File: src/rtl/slc3_pkg.sv
`default_nettype none
// ============================================================================
// Module   : slc3_pkg
// Brief    : SLC-3 controller state encoding, opcodes and mux/ALU encodings.
// Revision : 1.0
// ============================================================================
package slc3_pkg;

    typedef enum logic [4:0] {
        S_HALTED,
        S_F_MAR,
        S_F_RD,
        S_F_CAP,
        S_F_IR,
        S_DECODE,
        S_ADD,
        S_AND,
        S_NOT,
        S_BR,
        S_BR_T,
        S_JMP,
        S_JSR,
        S_JSR_T,
        S_LDR_A,
        S_LDR_RD,
        S_LDR_CAP,
        S_LDR_WB,
        S_STR_A,
        S_STR_D,
        S_STR_WR,
        S_PAUSE1,
        S_PAUSE2
    } state_t;

    localparam logic [3:0] OP_BR    = 4'b0000;
    localparam logic [3:0] OP_ADD   = 4'b0001;
    localparam logic [3:0] OP_JSR   = 4'b0100;
    localparam logic [3:0] OP_AND   = 4'b0101;
    localparam logic [3:0] OP_LDR   = 4'b0110;
    localparam logic [3:0] OP_STR   = 4'b0111;
    localparam logic [3:0] OP_NOT   = 4'b1001;
    localparam logic [3:0] OP_JMP   = 4'b1100;
    localparam logic [3:0] OP_PAUSE = 4'b1101;

    localparam logic [1:0] PCMUX_INC   = 2'b00;
    localparam logic [1:0] PCMUX_BUS   = 2'b01;
    localparam logic [1:0] PCMUX_ADDR  = 2'b10;

    localparam logic [1:0] ADDR2_ZERO   = 2'b00;
    localparam logic [1:0] ADDR2_SEXT6  = 2'b01;
    localparam logic [1:0] ADDR2_SEXT9  = 2'b10;
    localparam logic [1:0] ADDR2_SEXT11 = 2'b11;

    localparam logic [1:0] ALUK_ADD   = 2'b00;
    localparam logic [1:0] ALUK_AND   = 2'b01;
    localparam logic [1:0] ALUK_NOT   = 2'b10;
    localparam logic [1:0] ALUK_PASSA = 2'b11;

endpackage
`default_nettype wire

File: src/rtl/slc3_ctrl_fsm.sv
`default_nettype none
// ============================================================================
// Module   : slc3_ctrl_fsm
// Brief    : SLC-3 fetch/decode/execute control FSM with configurable memory
//            wait states or a ready handshake; all controls decode from state.
// Revision : 1.0
// ============================================================================
module slc3_ctrl_fsm
    import slc3_pkg::*;
#(
    parameter int RD_WAIT   = 2,
    parameter int WR_WAIT   = 2,
    parameter int USE_READY = 0
) (
    input  logic       Clk,
    input  logic       Reset,
    input  logic       Run,
    input  logic       Continue,
    input  logic       Mem_Ready,
    input  logic [3:0] Opcode,
    input  logic       IR_5,
    input  logic       IR_11,
    input  logic       BEN,
    output logic       LD_MAR,
    output logic       LD_MDR,
    output logic       LD_IR,
    output logic       LD_BEN,
    output logic       LD_CC,
    output logic       LD_REG,
    output logic       LD_PC,
    output logic       LD_LED,
    output logic       GatePC,
    output logic       GateMDR,
    output logic       GateALU,
    output logic       GateMARMUX,
    output logic [1:0] PCMUX,
    output logic       DRMUX,
    output logic       SR1MUX,
    output logic       SR2MUX,
    output logic       ADDR1MUX,
    output logic [1:0] ADDR2MUX,
    output logic [1:0] ALUK,
    output logic       Mem_OE,
    output logic       Mem_WE,
    output logic       MIO_EN,
    output logic       Illegal_Op
);

    localparam logic [3:0] C_RD_LAST = 4'(RD_WAIT - 1);
    localparam logic [3:0] C_WR_LAST = 4'(WR_WAIT - 1);

    state_t     r_state;
    state_t     w_next;
    logic [3:0] r_wait_cnt;
    logic       r_illegal;
    logic       w_in_wait;
    logic       w_rd_done;
    logic       w_wr_done;
    logic       w_illegal_dec;

    // Counter is zero on the first cycle of every wait state because all
    // wait states are entered from non-wait states.
    assign w_in_wait = (r_state == S_F_RD) || (r_state == S_LDR_RD) || (r_state == S_STR_WR);
    assign w_rd_done = (USE_READY != 0) ? Mem_Ready : (r_wait_cnt == C_RD_LAST);
    assign w_wr_done = (USE_READY != 0) ? Mem_Ready : (r_wait_cnt == C_WR_LAST);

    assign MIO_EN     = Mem_OE;
    assign Illegal_Op = r_illegal;

    always_ff @(posedge Clk or posedge Reset) begin
        if (Reset) begin
            r_state    <= S_HALTED;
            r_wait_cnt <= 4'd0;
            r_illegal  <= 1'b0;
        end else begin
            r_state    <= w_next;
            r_wait_cnt <= w_in_wait ? (r_wait_cnt + 4'd1) : 4'd0;
            if (w_illegal_dec) begin
                r_illegal <= 1'b1;
            end
        end
    end

    always_comb begin
        LD_MAR        = 1'b0;
        LD_MDR        = 1'b0;
        LD_IR         = 1'b0;
        LD_BEN        = 1'b0;
        LD_CC         = 1'b0;
        LD_REG        = 1'b0;
        LD_PC         = 1'b0;
        LD_LED        = 1'b0;
        GatePC        = 1'b0;
        GateMDR       = 1'b0;
        GateALU       = 1'b0;
        GateMARMUX    = 1'b0;
        PCMUX         = PCMUX_INC;
        DRMUX         = 1'b0;
        SR1MUX        = 1'b0;
        SR2MUX        = 1'b0;
        ADDR1MUX      = 1'b0;
        ADDR2MUX      = ADDR2_ZERO;
        ALUK          = ALUK_ADD;
        Mem_OE        = 1'b0;
        Mem_WE        = 1'b0;
        w_next        = r_state;
        w_illegal_dec = 1'b0;

        case (r_state)
            S_HALTED: if (Run) w_next = S_F_MAR;
            S_F_MAR: begin
                GatePC = 1'b1;
                LD_MAR = 1'b1;
                LD_PC  = 1'b1;
                PCMUX  = PCMUX_INC;
                w_next = S_F_RD;
            end
            S_F_RD: begin
                Mem_OE = 1'b1;
                if (w_rd_done) w_next = S_F_CAP;
            end
            S_F_CAP: begin
                Mem_OE = 1'b1;
                LD_MDR = 1'b1;
                w_next = S_F_IR;
            end
            S_F_IR: begin
                GateMDR = 1'b1;
                LD_IR   = 1'b1;
                w_next  = S_DECODE;
            end
            S_DECODE: begin
                LD_BEN = 1'b1;
                case (Opcode)
                    OP_ADD:   w_next = S_ADD;
                    OP_AND:   w_next = S_AND;
                    OP_NOT:   w_next = S_NOT;
                    OP_BR:    w_next = S_BR;
                    OP_JMP:   w_next = S_JMP;
                    OP_JSR:   w_next = S_JSR;
                    OP_LDR:   w_next = S_LDR_A;
                    OP_STR:   w_next = S_STR_A;
                    OP_PAUSE: w_next = S_PAUSE1;
                    default: begin
                        w_illegal_dec = 1'b1;
                        w_next        = S_F_MAR;
                    end
                endcase
            end
            S_ADD, S_AND, S_NOT: begin
                SR1MUX  = 1'b1;
                GateALU = 1'b1;
                LD_REG  = 1'b1;
                LD_CC   = 1'b1;
                if (r_state == S_ADD) begin
                    ALUK   = ALUK_ADD;
                    SR2MUX = IR_5;
                end else if (r_state == S_AND) begin
                    ALUK   = ALUK_AND;
                    SR2MUX = IR_5;
                end else begin
                    ALUK   = ALUK_NOT;
                end
                w_next = S_F_MAR;
            end
            S_BR: w_next = BEN ? S_BR_T : S_F_MAR;
            S_BR_T: begin
                PCMUX    = PCMUX_ADDR;
                ADDR2MUX = ADDR2_SEXT9;
                LD_PC    = 1'b1;
                w_next   = S_F_MAR;
            end
            S_JMP: begin
                SR1MUX  = 1'b1;
                ALUK    = ALUK_PASSA;
                GateALU = 1'b1;
                PCMUX   = PCMUX_BUS;
                LD_PC   = 1'b1;
                w_next  = S_F_MAR;
            end
            S_JSR: begin
                DRMUX  = 1'b1;
                GatePC = 1'b1;
                LD_REG = 1'b1;
                w_next = S_JSR_T;
            end
            S_JSR_T: begin
                LD_PC = 1'b1;
                if (IR_11) begin
                    PCMUX    = PCMUX_ADDR;
                    ADDR2MUX = ADDR2_SEXT11;
                end else begin
                    SR1MUX  = 1'b1;
                    ALUK    = ALUK_PASSA;
                    GateALU = 1'b1;
                    PCMUX   = PCMUX_BUS;
                end
                w_next = S_F_MAR;
            end
            S_LDR_A, S_STR_A: begin
                SR1MUX     = 1'b1;
                ADDR1MUX   = 1'b1;
                ADDR2MUX   = ADDR2_SEXT6;
                GateMARMUX = 1'b1;
                LD_MAR     = 1'b1;
                w_next     = (r_state == S_LDR_A) ? S_LDR_RD : S_STR_D;
            end
            S_LDR_RD: begin
                Mem_OE = 1'b1;
                if (w_rd_done) w_next = S_LDR_CAP;
            end
            S_LDR_CAP: begin
                Mem_OE = 1'b1;
                LD_MDR = 1'b1;
                w_next = S_LDR_WB;
            end
            S_LDR_WB: begin
                GateMDR = 1'b1;
                LD_REG  = 1'b1;
                LD_CC   = 1'b1;
                w_next  = S_F_MAR;
            end
            S_STR_D: begin
                ALUK    = ALUK_PASSA;
                GateALU = 1'b1;
                LD_MDR  = 1'b1;
                w_next  = S_STR_WR;
            end
            S_STR_WR: begin
                Mem_WE = 1'b1;
                if (w_wr_done) w_next = S_F_MAR;
            end
            S_PAUSE1: begin
                LD_LED = 1'b1;
                if (Continue) w_next = S_PAUSE2;
            end
            // Wait for release so one press advances exactly one pause.
            S_PAUSE2: if (!Continue) w_next = S_F_MAR;
            default: w_next = S_HALTED;
        endcase
    end

endmodule
`default_nettype wire
File: config.mk
export PLATFORM = sky130hd
export DESIGN_NAME = slc3_ctrl_fsm
export DESIGN_NICKNAME = d
export VERILOG_FILES = /design/src/rtl/slc3_pkg.sv /design/src/rtl/slc3_ctrl_fsm.sv
export SDC_FILE = /design/constraint.sdc
export NUM_CORES = 1
export LEC_CHECK = 0
export ABC_CLOCK_PERIOD_IN_PS = 2650
export BUFFER_PORTS_ARGS = -buffer_cell sky130_fd_sc_hd__buf_2
export CORE_ASPECT_RATIO = 0.9
export CORE_UTILIZATION = 51
export CTS_BUF_LIST = sky130_fd_sc_hd__clkbuf_16
export CTS_CLUSTER_DIAMETER = 120
export CTS_CLUSTER_SIZE = 28
export DETAILED_ROUTE_END_ITERATION = 16
export GPL_ROUTABILITY_DRIVEN = 1
export PLACE_DENSITY = 0.79
export SYNTH_ARGS = -nofsm -noshare
export SYNTH_HDL_FRONTEND = slang
export SYNTH_SLANG_ARGS = --single-unit
File: constraint.sdc
create_clock -name Clk -period 2.65 [get_ports Clk]
set_clock_uncertainty 0.15 [all_clocks]
set_input_delay 0.1325 -clock Clk [delete_from_list [all_inputs] [get_ports Clk]]
set_output_delay 0.1325 -clock Clk [all_outputs]
set_load 0.03 [all_outputs]
==> reports/metrics.yaml <==
status: "finished, final reports clean"
arrival_ns: 2.00
final_util_pct: 68.9
async_flop_share_pct: 100
seq_power_share_pct: 14.5
grt-ovfl-total: 0
final_cell_area_sq_mm: 0.00154
synth-main-ff-cell: "dfrtp_1"
cts_tree: "done"
drtIter0Drc: 76
grt_first_pass_wirelength_mm: 5.91
routed_wl_mm: 3.45
postPlaceCellArea_sq_mm: 0.00146
synth.avg_cell_area_sq_um: 6.92
power_switching_uw: 1070
fin_setup_tns_ns: 0
die_area_sq_mm: 0.00265
clk_transition_reported_paths_ns: 0.04
synth_cells: 180
p_clk_share_pct: 13.5
vdd_drop_max_v: 0.000801
gp_congestion: 0.940
synth_edf_count: 0
num_vias: 1479
synth_cell_types: 50
drc: 0
root_buffer: "clkbuf_16"
grt_pass1_vias: 1298
final_antenna_net_count: 0
ys_warn_count: 0
grt_max_degree: 29
dr.pass1.iters: 4
dieWidth_um: 54.1
ys_ff_latch: 10
track_usage_pct: 29.3
numCtsBuffers: 3
cts.sinks: 10
vias_per_cell: 6.14
end_kind: "primary output"
initial_core_util_pct: 55.6
finalMaxSlewViolations: 0
gr-usage-met2_pct: 43.4
pre_cts_ws_ns: 0.439
syn-cell-area_sq_mm: 0.00125
synthToLayoutAreaGrowth_pct: 23.9
sw_frac_of_total_pct: 54.6
busiest_layer: "met2"
r2r_setup_slack_ns: 0.41
io_pins: 38
critPathMaxFanout: 16
cts_setup_buffers: 0
avgRoutedWirePerCell_um: 14.3
max_cap_viol_count: 0
crit_required_ns: 2.37
hold_viol: 0
tightest_slew_ns: 0.483
p_leak_uw: 0.000731
fin_ws_ns: 0.371
dieHeight_um: 48.9
use_met3_pct: 5.61
relSlewSlack_pct: 67.7
antenna_cells: 0
synth_nets: 194
rows: 16
startpoint_type: "flop"
p_per_area_mw_per_mm2: 1280
fillers: 200
grtUsageMet1_pct: 42.6
ys_seq_area_share_pct: 20.1
clk_path_buf_depth: 2
h-tree-depth: 1
final_layout_size_suffix_gt1_share_pct: 27.1
coreArea_sq_mm: 0.00224
min_path_type: "in -> reg"
dp_hpwl_mm: 2.52
period_needed_ns: 2.28
timing.fmax_mhz: 439
pwr-share-comb_pct: 72.0
setup_viol: 0
nNetsFinal: 229
intPower_uw: 895
finalCritPeriodShare_pct: 86.0
antenna_found_initial: 0
worst-setup-path-type: "reg -> out"
port-buffer-count: 36
rsz0062_at_grt: "false"
clk_latency_ns: 0.23
flip-flops by register name, summed over array words and instances (netlist names):
signal,cells
r_state,5
Illegal_Op,1
r_wait_cnt,4
power groups by stage:
stage / clock network, uW / logic [uW] / registers (uW)
finish: 266 / 1420 / 285
global route: 284 / 1560 / 293
CTS: 272 / 1410 / 280
detailed placement: 0 / 1390 / 281
global placement: 0 / 1360 / 278
floorplan: 0 / 1090 / 241
cell families after synthesis:
kind of cell / share of synthesized area [%]
xor+xnor: 3.51
mux: 5.42
compound gates: 30.3
fa+ha+maj: 2.01
simple gates: 31.0
flops: 20.1
buf+inv: 7.63
worst max-delay path: stages (launching register included):
cell and delay, ns:
dfrtp_1 0.54, nand2b_1 0.34, buf_4 0.18, nand3_1 0.08
mux2_2 0.28, o22ai_1 0.12, buf_2 0.22
layout by cell type, fill, tap and decap left out, drive strengths merged, types with 2 or more instances in the layout:
cell type / instances
nor2: 27
a211o: 2
and3: 4
nor3b: 2
mux2: 3
nor3: 5
nor2b: 5
a31oi: 5
clkinv: 2
clkbuf: 3
nand2: 16
o21ai: 15
nand2b: 9
or2: 2
mux2i: 3
a32oi: 2
o22ai: 7
dfrtp: 10
nand3: 3
o21a: 3
xnor2: 2
ha: 2
inv: 5
a21oi: 14
xor2: 3
buf: 45
what timing repair did:
item	4_1_cts	5_1_grt
gates resized for setup	0	0
hold buffers	1	0
hold endpoints to repair	10	0
endpoints found under the setup margin	0	0
final cells by class:
type	instances	area [sq um]	area share [%]
tap	27	33.8	2.19
clock inverter	1	3.75	0.243
timing repair buffer	46	258	16.7
inverter	6	22.5	1.46
sequential	10	250	16.2
clock buffer	3	75.1	4.86
multi-input combinational	148	901	58.3
per-layer routing:
metal  vias up  share of wire (%)  wire, um
met1       680                 44      1510
met2        85                 45      1560
li1        710                  -         -
met3         4                 10       344
met4         0               0.90        31
met5         -                  0         0
synth_stat cells, types with 2 or more instances:
master / count / area share, %
dfrtp_1: 10 / 20
inv_1: 4 / 1.2
mux2_2: 2 / 1.8
a21oi_1: 14 / 5.6
o21ai_0: 11 / 4.4
buf_2: 4 / 1.6
clkbuf_1: 8 / 2.4
o22ai_1: 7 / 3.5
ha_1: 2 / 2.0
nand2b_1: 8 / 4.0
xnor2_1: 2 / 1.4
a211o_1: 2 / 1.4
nor3_1: 5 / 2.0
a31oi_1: 5 / 2.5
buf_4: 2 / 1.2
o21a_1: 3 / 1.8
nor2b_1: 5 / 2.5
buf_1: 2 / 0.60
nand2_1: 16 / 4.8
nor3b_1: 2 / 1.2
nand3_1: 3 / 1.2
mux2i_1: 3 / 2.4
nor2_1: 27 / 8.1
xor2_1: 3 / 2.1
and3_1: 3 / 1.5
o21ai_1: 3 / 1.2
path summary, 6_finish.rpt:
check                            from       endpoint  cells past startpoint
hold / removal                    BEN     r_state[3]                      3
hold reg to reg            Illegal_Op     Illegal_Op                      1
setup reg to reg           r_state[0]     r_state[0]                      5
max in group asynchronous       Reset     r_state[0]                      3
min in group asynchronous       Reset  r_wait_cnt[0]                      3
setup / recovery           r_state[0]        GateALU                      6
per-stage QoR:
step | instances | hold WS (ns) | power (uW)
floorplan | 180 | -0.177 | 1330
global placement | 236 | -0.0347 | 1640
detailed placement | 236 | -0.0169 | 1670
CTS | 241 | 0.165 | 1960
global route | 241 | 0.194 | 2140
finish | 241 | 0.163 | 1970
Power figures use the tool's default switching activity.
